==> src/rtl/seq_alu.sv <==
// seq_alu: clocked ALU with a barrel shifter and an iterative shift-add multiplier.
//
// Ports:
//   Clk     - system clock, rising edge
//   Reset   - synchronous, active-high
//   Start   - launch operation (accepted only while Busy=0)
//   OP      - opcode, latched with Start
//   InputA  - operand A
//   InputB  - operand B; low SHW bits are the shift amount for shift ops
//   Out     - registered result, held until the next Done
//   Zero    - registered Out==0
//   Carry   - registered carry / no-borrow / shifted-out bit / product overflow
//   Neg     - registered Out MSB
//   Busy    - multiply in flight
//   Done    - one-cycle pulse when Out and flags update
//
// FSM states:
//   state | meaning
//   IDLE  | accept Start; single-cycle ops complete here
//   MULT  | WIDTH shift-add iterations; result written on the last one
//   DONE  | cycle in which the multiply Done is visible; accepts Start like IDLE

module seq_alu #(
    parameter  int WIDTH = 8,
    localparam int SHW   = $clog2(WIDTH)
) (
    input  logic             Clk,
    input  logic             Reset,
    input  logic             Start,
    input  logic [3:0]       OP,
    input  logic [WIDTH-1:0] InputA,
    input  logic [WIDTH-1:0] InputB,
    output logic [WIDTH-1:0] Out,
    output logic             Zero,
    output logic             Carry,
    output logic             Neg,
    output logic             Busy,
    output logic             Done
);

    localparam int CW = $clog2(WIDTH + 1);

    localparam logic [3:0] OP_ADD  = 4'd0;
    localparam logic [3:0] OP_SUB  = 4'd1;
    localparam logic [3:0] OP_AND  = 4'd2;
    localparam logic [3:0] OP_OR   = 4'd3;
    localparam logic [3:0] OP_XOR  = 4'd4;
    localparam logic [3:0] OP_LSH  = 4'd5;
    localparam logic [3:0] OP_RSH  = 4'd6;
    localparam logic [3:0] OP_ASR  = 4'd7;
    localparam logic [3:0] OP_MUL  = 4'd8;
    localparam logic [3:0] OP_MULH = 4'd9;
    localparam logic [3:0] OP_GEQ  = 4'd10;
    localparam logic [3:0] OP_EQ   = 4'd11;
    localparam logic [3:0] OP_NEQ  = 4'd12;

    typedef enum logic [1:0] {
        IDLE = 2'd0,
        MULT = 2'd1,
        DONE = 2'd2
    } state_t;

    state_t             state;
    logic [2*WIDTH-1:0] mcand;
    logic [WIDTH-1:0]   mplier;
    logic [2*WIDTH-1:0] acc;
    logic [CW-1:0]      cnt;
    logic               mulh;

    logic [WIDTH-1:0]   alu_res;
    logic               alu_c;
    logic [SHW-1:0]     s;
    logic [WIDTH:0]     sum, diff, lsh_t, rsh_t, asr_t;
    logic [2*WIDTH-1:0] acc_nxt;
    logic [WIDTH-1:0]   mul_res;
    logic               mul_c;

    // Shifts run on a vector one bit wider than the operand so that the last
    // bit shifted out lands in the extra bit; s=0 leaves that bit at 0.
    always_comb begin
        s       = InputB[SHW-1:0];
        sum     = {1'b0, InputA} + {1'b0, InputB};
        diff    = {1'b0, InputA} - {1'b0, InputB};
        lsh_t   = {1'b0, InputA} << s;
        rsh_t   = {InputA, 1'b0} >> s;
        asr_t   = $signed({InputA, 1'b0}) >>> s;
        alu_res = '0;
        alu_c   = 1'b0;
        case (OP)
            OP_ADD: begin alu_res = sum[WIDTH-1:0];    alu_c = sum[WIDTH];   end
            OP_SUB: begin alu_res = diff[WIDTH-1:0];   alu_c = ~diff[WIDTH]; end
            OP_AND: alu_res = InputA & InputB;
            OP_OR:  alu_res = InputA | InputB;
            OP_XOR: alu_res = InputA ^ InputB;
            OP_LSH: begin alu_res = lsh_t[WIDTH-1:0];  alu_c = lsh_t[WIDTH]; end
            OP_RSH: begin alu_res = rsh_t[WIDTH:1];    alu_c = rsh_t[0];     end
            OP_ASR: begin alu_res = asr_t[WIDTH:1];    alu_c = asr_t[0];     end
            OP_GEQ: alu_res = {{(WIDTH-1){1'b0}}, (InputA >= InputB)};
            OP_EQ:  alu_res = {{(WIDTH-1){1'b0}}, (InputA == InputB)};
            OP_NEQ: alu_res = {{(WIDTH-1){1'b0}}, (InputA != InputB)};
            default: ;
        endcase
    end

    // The final iteration's accumulator value is written straight to Out so
    // that Done lands one cycle after the last Busy cycle.
    always_comb begin
        acc_nxt = mplier[0] ? (acc + mcand) : acc;
        mul_res = mulh ? acc_nxt[2*WIDTH-1:WIDTH] : acc_nxt[WIDTH-1:0];
        mul_c   = |acc_nxt[2*WIDTH-1:WIDTH];
    end

    always_ff @(posedge Clk) begin
        if (Reset) begin
            state  <= IDLE;
            Out    <= '0;
            Zero   <= 1'b0;
            Carry  <= 1'b0;
            Neg    <= 1'b0;
            Busy   <= 1'b0;
            Done   <= 1'b0;
            mcand  <= '0;
            mplier <= '0;
            acc    <= '0;
            cnt    <= '0;
            mulh   <= 1'b0;
        end else begin
            case (state)
                IDLE, DONE: begin
                    state <= IDLE;
                    Done  <= 1'b0;
                    if (Start) begin
                        if (OP == OP_MUL || OP == OP_MULH) begin
                            mcand  <= {{WIDTH{1'b0}}, InputA};
                            mplier <= InputB;
                            acc    <= '0;
                            cnt    <= WIDTH[CW-1:0];
                            mulh   <= (OP == OP_MULH);
                            Busy   <= 1'b1;
                            state  <= MULT;
                        end else begin
                            Out   <= alu_res;
                            Carry <= alu_c;
                            Zero  <= (alu_res == '0);
                            Neg   <= alu_res[WIDTH-1];
                            Done  <= 1'b1;
                        end
                    end
                end
                MULT: begin
                    acc    <= acc_nxt;
                    mcand  <= mcand << 1;
                    mplier <= mplier >> 1;
                    cnt    <= cnt - 1'b1;
                    if (cnt == CW'(1)) begin
                        Out   <= mul_res;
                        Carry <= mul_c;
                        Zero  <= (mul_res == '0);
                        Neg   <= mul_res[WIDTH-1];
                        Done  <= 1'b1;
                        Busy  <= 1'b0;
                        state <= DONE;
                    end
                end
                default: state <= IDLE;
            endcase
        end
    end

endmodule

==> config.mk <==
export PLATFORM = sky130hd
export DESIGN_NAME = seq_alu
export DESIGN_NICKNAME = d
export VERILOG_FILES = /design/src/rtl/seq_alu.sv
export SDC_FILE = /design/constraint.sdc
export NUM_CORES = 1
export LEC_CHECK = 0
export CAP_MARGIN = 20
export CORE_MARGIN = 2
export CORE_UTILIZATION = 66
export CTS_CLUSTER_SIZE = 28
export DETAILED_ROUTE_END_ITERATION = 16
export PLACE_DENSITY = 0.95
export SYNTH_ARGS = -nofsm -noshare
export SYNTH_HDL_FRONTEND = slang
export SYNTH_SLANG_ARGS = --single-unit
==> constraint.sdc <==
create_clock -name Clk -period 4.8 [get_ports Clk]
set_input_delay 0.96 -clock Clk [delete_from_list [all_inputs] [get_ports Clk]]
set_output_delay 0.96 -clock Clk [all_outputs]
set_load 0.03 [all_outputs]
==> reports/summary.txt, run 1 <==
Status -> complete, no violations
Htree depth -> 3
Int Pwr -> 0.943 mW
Clock transition at path regs -> 0.07 ns
Grt total ovfl -> 0
Wire per inst -> 20.6 um
PortBufs -> 35
Clock share of power -> 37.3%
Largest net degree at the start of global routing -> 58
Routed wire length -> 17200 um
Initial Util -> 67.3%
Max-slew violations -> 0
CP required -> 5.08 ns
Area growth, synth to finish -> 12.0%
Vias in the first global route -> 5363
Setup crit start kind -> input port
Die Y -> 95.1 um
Yosys reg bits -> 59
Post-DP HPWL -> 12800 um
Gr usage total -> 39.3%
Crit. End Element -> register
Post-DP Area -> 5900 um^2
Crit path max fanout -> 7
TritonCTS clock tree -> done
Post-cts hold buffer count -> 0
R2R Path Start -> mcand[0]$_SDFFE_PP0P_
Initial drt markers -> 542
Slew @ Worst Pin -> 1.07 ns
Top cell type's share of synthesized area -> 21.6%
TritonCTS buffer count -> 9
Synth top area cells -> dfxtp_1, ha_1, nand2_1, a21oi_1, mux4_2
Syn Nets -> 781
Leakage power -> 2.39 nW
Fin Setup TNS -> 0 ns
Kind of critical path -> in -> reg
F_max -> 266 MHz
Clock Sinks -> 59
Switching Power -> 0.449 mW
Share of layout cells above drive strength 1 -> 8.59%
Register area share after synthesis -> 21.6%
Minimum clock period -> 3.76 ns
Seq pwr share -> 37.2%
Syn Area/Cell -> 7.68 um^2
Setup slack, reg-to-reg -> 1.69 ns
Crit share post-route -> 78.3%
Number of flops mapped to enable cells by yosys -> 0
Cell row count -> 33
Setup violations, final -> 0
Core ar. -> 8130 um^2
I/O pin cnt -> 36
Most frequent cell after synthesis -> nand2_1
Reg2reg path depth -> 10
Via density -> 6.96
Root Buffer -> clkbuf_8
Hold Vio Cnt, Final -> 0
CTS max path bufs -> 2
Initial antenna violation count -> 0
Gp weighted congestion -> 0.997
FF-to-FF End -> Zero$_SDFFE_PP0P_
N_diodes -> 0
Die ar. -> 9040 um^2
Post-synth top area cell -> dfxtp_1
Hold WC Path Type -> reg -> reg
Warning count from the yosys run -> 0
Post-synthesis cell count -> 713
Setup crit end -> Zero$_SDFFE_PP0P_
DR pass1 iterations -> 7
Antenna viol nets, final -> 0
Detailed-route via count -> 5834
Combinational share of power -> 25.5%
Worst setup startpoint -> InputA[0]
First-pass GRT wire length -> 27700 um
Mapped Area -> 5470 um^2
Fin nets -> 796
Total of max-cap violations -> 0
Worst slew margin -> 28.4%
Postcts setup bufs -> 0
Ys async rst share -> 0%
DR DRC count -> 0
Worst-Skew Late Latency -> 0.35 ns
Post-synth cell types -> 76
Design Area, Final -> 6130 um^2
Switching part of the total -> 32.2%
Chip Width -> 95.1 um
Peak supply drop -> 0.180 mV
RSZ-0062 raised after global routing -> no
Top FF cell, synth -> dfxtp_1
WP data arrival -> 4.04 ns
Synth cell count leaders -> nand2_1, dfxtp_1, a21oi_1
Worst Skew -> 0.00750 ns
Pwr Density -> 227 nW/um^2
Post-CTS sizing -> 0
[worst min-delay path by stage]
stage | slack [ns] | depth (start not counted) | start | endpoint
4_1_cts | 0.46 | 2 | Out[4]$_SDFFE_PP0P_ | Out[4]$_SDFFE_PP0P_
6_report | 0.46 | 2 | Out[4]$_SDFFE_PP0P_ | Out[4]$_SDFFE_PP0P_
5_1_grt | 0.47 | 2 | Out[4]$_SDFFE_PP0P_ | Out[4]$_SDFFE_PP0P_
2_1_floorplan | 0.44 | 2 | acc[12]$_SDFFE_PP0P_ | acc[12]$_SDFFE_PP0P_
3_3_place_gp | 0.44 | 2 | Out[2]$_SDFFE_PP0P_ | Out[2]$_SDFFE_PP0P_
3_5_place_dp | 0.45 | 2 | Out[4]$_SDFFE_PP0P_ | Out[4]$_SDFFE_PP0P_
[cells by family after synthesis]
group                    synth area share (%)
AO/OA/AOI/OAI                            28.3
XOR/XNOR                                 2.24
adder cells (fa/ha/maj)                  10.7
buffers and inverters                    6.33
flip-flops                               21.6
multiplexers                             7.89
AND/OR/NAND/NOR                          22.9
[metal layers]
metal	share of wire [%]	wire length, um	GRT usage (%)	vias up
met5	0	0	0	-
met2	47	8040	63.5	369
met1	39	6800	49.6	2721
met3	8.5	1470	7.11	80
met4	5.4	934	21.5	0
li1	-	-	-	2664
[power groups by stage]
stage	logic (mW)	registers (mW)	clock network, mW
3_5_place_dp	0.343	0.529	0
5_1_grt	0.380	0.520	0.542
2_1_floorplan	0.220	0.539	0
3_3_place_gp	0.338	0.528	0
4_1_cts	0.346	0.518	0.519
6_report	0.355	0.518	0.519
[sequential cells by signal, indices dropped and copies added, names as in the netlist]
register,flops
mcand,16
Carry,1
mulh,1
Busy,1
state,2
mplier,8
Out,8
acc,16
Done,1
Zero,1
cnt,4
[cell usage in the layout (no fill, tap or decap), types with 5 or more instances in the layout]
cell type | netlist | final
clkdlybuf4s50_1 | 0 | 35
nor3_1 | 20 | 20
a22o_1 | 10 | 10
nand3b_1 | 5 | 5
a31oi_1 | 6 | 6
nand2_1 | 95 | 95
o2111ai_1 | 5 | 5
o21a_1 | 5 | 5
mux4_2 | 11 | 11
a211oi_1 | 12 | 12
nor3b_1 | 7 | 7
nor2b_1 | 15 | 15
nor4_1 | 11 | 11
o21ai_0 | 27 | 27
a21oi_1 | 58 | 58
a32oi_1 | 5 | 5
a311oi_1 | 16 | 16
o211ai_1 | 10 | 10
inv_1 | 33 | 33
xnor2_1 | 10 | 10
buf_4 | 1 | 22
dfxtp_1 | 59 | 59
nand2b_1 | 6 | 5
o21bai_1 | 7 | 7
clkbuf_8 | 0 | 9
a21o_1 | 9 | 9
ha_1 | 42 | 42
nor2_1 | 56 | 56
o221ai_1 | 5 | 5
mux2i_1 | 15 | 15
nand3_1 | 19 | 19
[critical path: stages]
cell	delay [ns]
clkdlybuf4s50_1	0.56
inv_1	0.17
ha_1	0.22
inv_1	0.07
fa_1	0.40
nor3b_1	0.17
o31ai_1	0.39
nand2_1	0.14
xnor2_1	0.17
o221ai_1	0.16
nor4_1	0.32
a32oi_1	0.14
o21ai_0	0.16
[per-stage QoR]
stage	worst slack, ns	std cells	utilization, %	hold WS, ns	total power [mW]
3_5_place_dp	0.791	822	72.6	0.448	0.872
3_3_place_gp	0.809	822	72.6	0.442	0.866
6_report	1.04	838	75.3	0.459	1.39
5_1_grt	0.733	838	75.3	0.471	1.44
2_1_floorplan	1.61	713	-	0.443	0.759
4_1_cts	1.12	838	75.3	0.456	1.38
[area by class of cell]
class / count / area [um^2]
Sequential cell: 59 / 1180
Timing Repair Buffer: 57 / 515
Clock buffer: 9 / 124
Tap cell: 105 / 131
Clock inverter: 7 / 100
Multi-Input combinational cell: 567 / 3950
Fill cell: 572 / 2010
Inverter: 34 / 128
Power figures use the tool's default switching activity.
==> inputs of run 2 (changes only) <==
Settings changed: CORE_UTILIZATION 66 to 61, PLACE_DENSITY 0.95 to 0.93.
Clock period 4.8 ns to 3.9 ns, I/O delays scaled along.
==> reports/summary.txt, run 2 (synthesis results as in run 1) <==
Reg2reg path depth -> 10
Pwr Density -> 264 nW/um^2
Leakage power -> 2.49 nW
Critical path's top delay family -> buffers and inverters
Share of layout cells above drive strength 1 -> 11.2%
Via density -> 6.88
Met3 Routed Length -> 1840 um
Htree depth -> 3
Gr usage total -> 37.5%
Most common cell on crit path -> inv_1
Chip Width -> 98.7 um
Clock Sinks -> 59
Cell depth of the worst setup path -> 14
Wire length on met2 -> 8210 um
# placed instances -> 849
Clock transition at path regs -> 0.07 ns
Met1 Wirelength -> 7540 um
First-pass GRT wire length -> 29600 um
Die Y -> 98.7 um
Hold WC Path Type -> reg -> reg
Routed wire length -> 17900 um
Final worst slack -> 0.525 ns
Pre-CTS WS -> 0.218 ns
Crit path largest cell delay -> 0.52 ns
Critical-path top delay cell -> clkdlybuf4s50_1
Max-slew violations -> 0
Wire per inst -> 20.7 um
Crit. End Element -> register
Minimum clock period -> 3.37 ns
Uppermost routed layer -> met4
Core ar. -> 8720 um^2
Core Util, Final -> 72.3%
WP data arrival -> 3.58 ns
PortBufs -> 35
CP required -> 4.11 ns
Setup violations, final -> 0
Most frequent cells in the layout -> nand2_1, dfxtp_1, a21oi_1
Initial Util -> 62.8%
Setup crit start kind -> input port
F_max -> 296 MHz
Hold Vio Cnt, Final -> 0
Fin Setup TNS -> 0 ns
Postcts setup bufs -> 0
Largest net degree at the start of global routing -> 39
Gp weighted congestion -> 0.975
Post-DP HPWL -> 13500 um
Cell chain of the critical path -> clkdlybuf4s50_1, inv_1, ha_1, inv_1, fa_1, nor3b_1, o31ai_1, nand2_1, xnor2_1, o221ai_1, buf_4, o21a_1, o21ai_0, a21oi_1
Area growth, synth to finish -> 15.2%
TritonCTS buffer count -> 9
Total of max-cap violations -> 0
Hold depth -> 2
Detailed-route via count -> 5942
Antenna viol nets, final -> 0
Largest regs -> acc x16, mcand x16
Root Buffer -> clkbuf_8
RSZ-0062 raised after global routing -> no
Worst slew margin -> 43.8%
Grt total ovfl -> 0
Post-CTS sizing -> 0
Vias in the first global route -> 5723
Fin nets -> 820
N_diodes -> 0
Crit share post-route -> 86.5%
CTS max path bufs -> 2
Peak supply drop -> 0.217 mV
Post-cts hold buffer count -> 0
Cell row count -> 34
Status -> complete, no violations
I/O pin cnt -> 36
DR DRC count -> 0
Worst Skew -> 0.0183 ns
Final Instance Count excl. Fillers -> 864
Slew @ Worst Pin -> 0.822 ns
Most common cell after layout, fill and taps aside -> nand2_1
DR pass1 iterations -> 8
TritonCTS clock tree -> done
Kind of critical path -> in -> reg
Crit path max fanout -> 7
Die ar. -> 9750 um^2
CP Buf/Inv Count -> 4
Worst-Skew Late Latency -> 0.35 ns
Initial drt markers -> 675
Initial antenna violation count -> 0
[run 2: cell types whose count changed in the layout (fill, tap and decap cells not counted), sizes merged]
cell	delta
bufinv	-1
clkinv	-2
clkbuf	+2
inv	-1
clkinvlp	+1
buf	+24
[run 2: final timing paths]
check | startpoint | endpoint | slack [ns]
worst max-delay path | InputA[0] | Out[6]$_SDFFE_PP0P_ | 0.53
worst max register to register | mcand[0]$_SDFFE_PP0P_ | Zero$_SDFFE_PP0P_ | 0.71
worst min-delay path | Out[2]$_SDFFE_PP0P_ | Out[2]$_SDFFE_PP0P_ | 0.47
worst min register to register | Out[2]$_SDFFE_PP0P_ | Out[2]$_SDFFE_PP0P_ | 0.47
[run 2: routing by layer]
| layer | up-vias | track usage [%] |
|---|---|---|
| li1 | 2725 | - |
| met1 | 2801 | 51.9 |
| met2 | 377 | 60.2 |
| met3 | 39 | 8.16 |
| met4 | 0 | 8.64 |
| met5 | - | 0 |
[run 2: cell type report]
class	instances	area (um^2)
multi-input cells	567	3950
inverters	34	128
well taps	108	135
repair buffers	81	721
clock inverters	4	51.3
flip-flops and latches	59	1180
clock buffers	11	141
fillers	715	2420
[run 2: through the flow]
| step | total power, mW | area, um^2 | hold slack (ns) |
|---|---|---|---|
| finish | 1.66 | 6300 | 0.472 |
| global route | 1.72 | 6300 | 0.490 |
| CTS | 1.65 | 6300 | 0.473 |
| detailed placement | 1.10 | 6110 | 0.460 |
| global placement | 1.09 | 6110 | 0.439 |
| floorplan | 0.934 | 5470 | 0.443 |
[run 2: worst min-delay path, stage by stage (launching register included)]
cell and delay [ns]:
dfxtp_1 0.31, nand2_1 0.05, a21oi_1 0.06
[run 2: power by group]
| group | internal (mW) | switching, mW | total [mW] |
|---|---|---|---|
| clock network | 0.309 | 0.253 | 0.562 |
| logic | 0.193 | 0.270 | 0.463 |
| registers | 0.623 | 0.0173 | 0.640 |
| total | 1.12 | 0.540 | 1.66 |
==> inputs of run 3 (changes only) <==
Settings changed: SKIP_LAST_GASP set to 1.
==> results of run 3 <==
The final DEF is identical to that of run 2; final timing and power are the same.
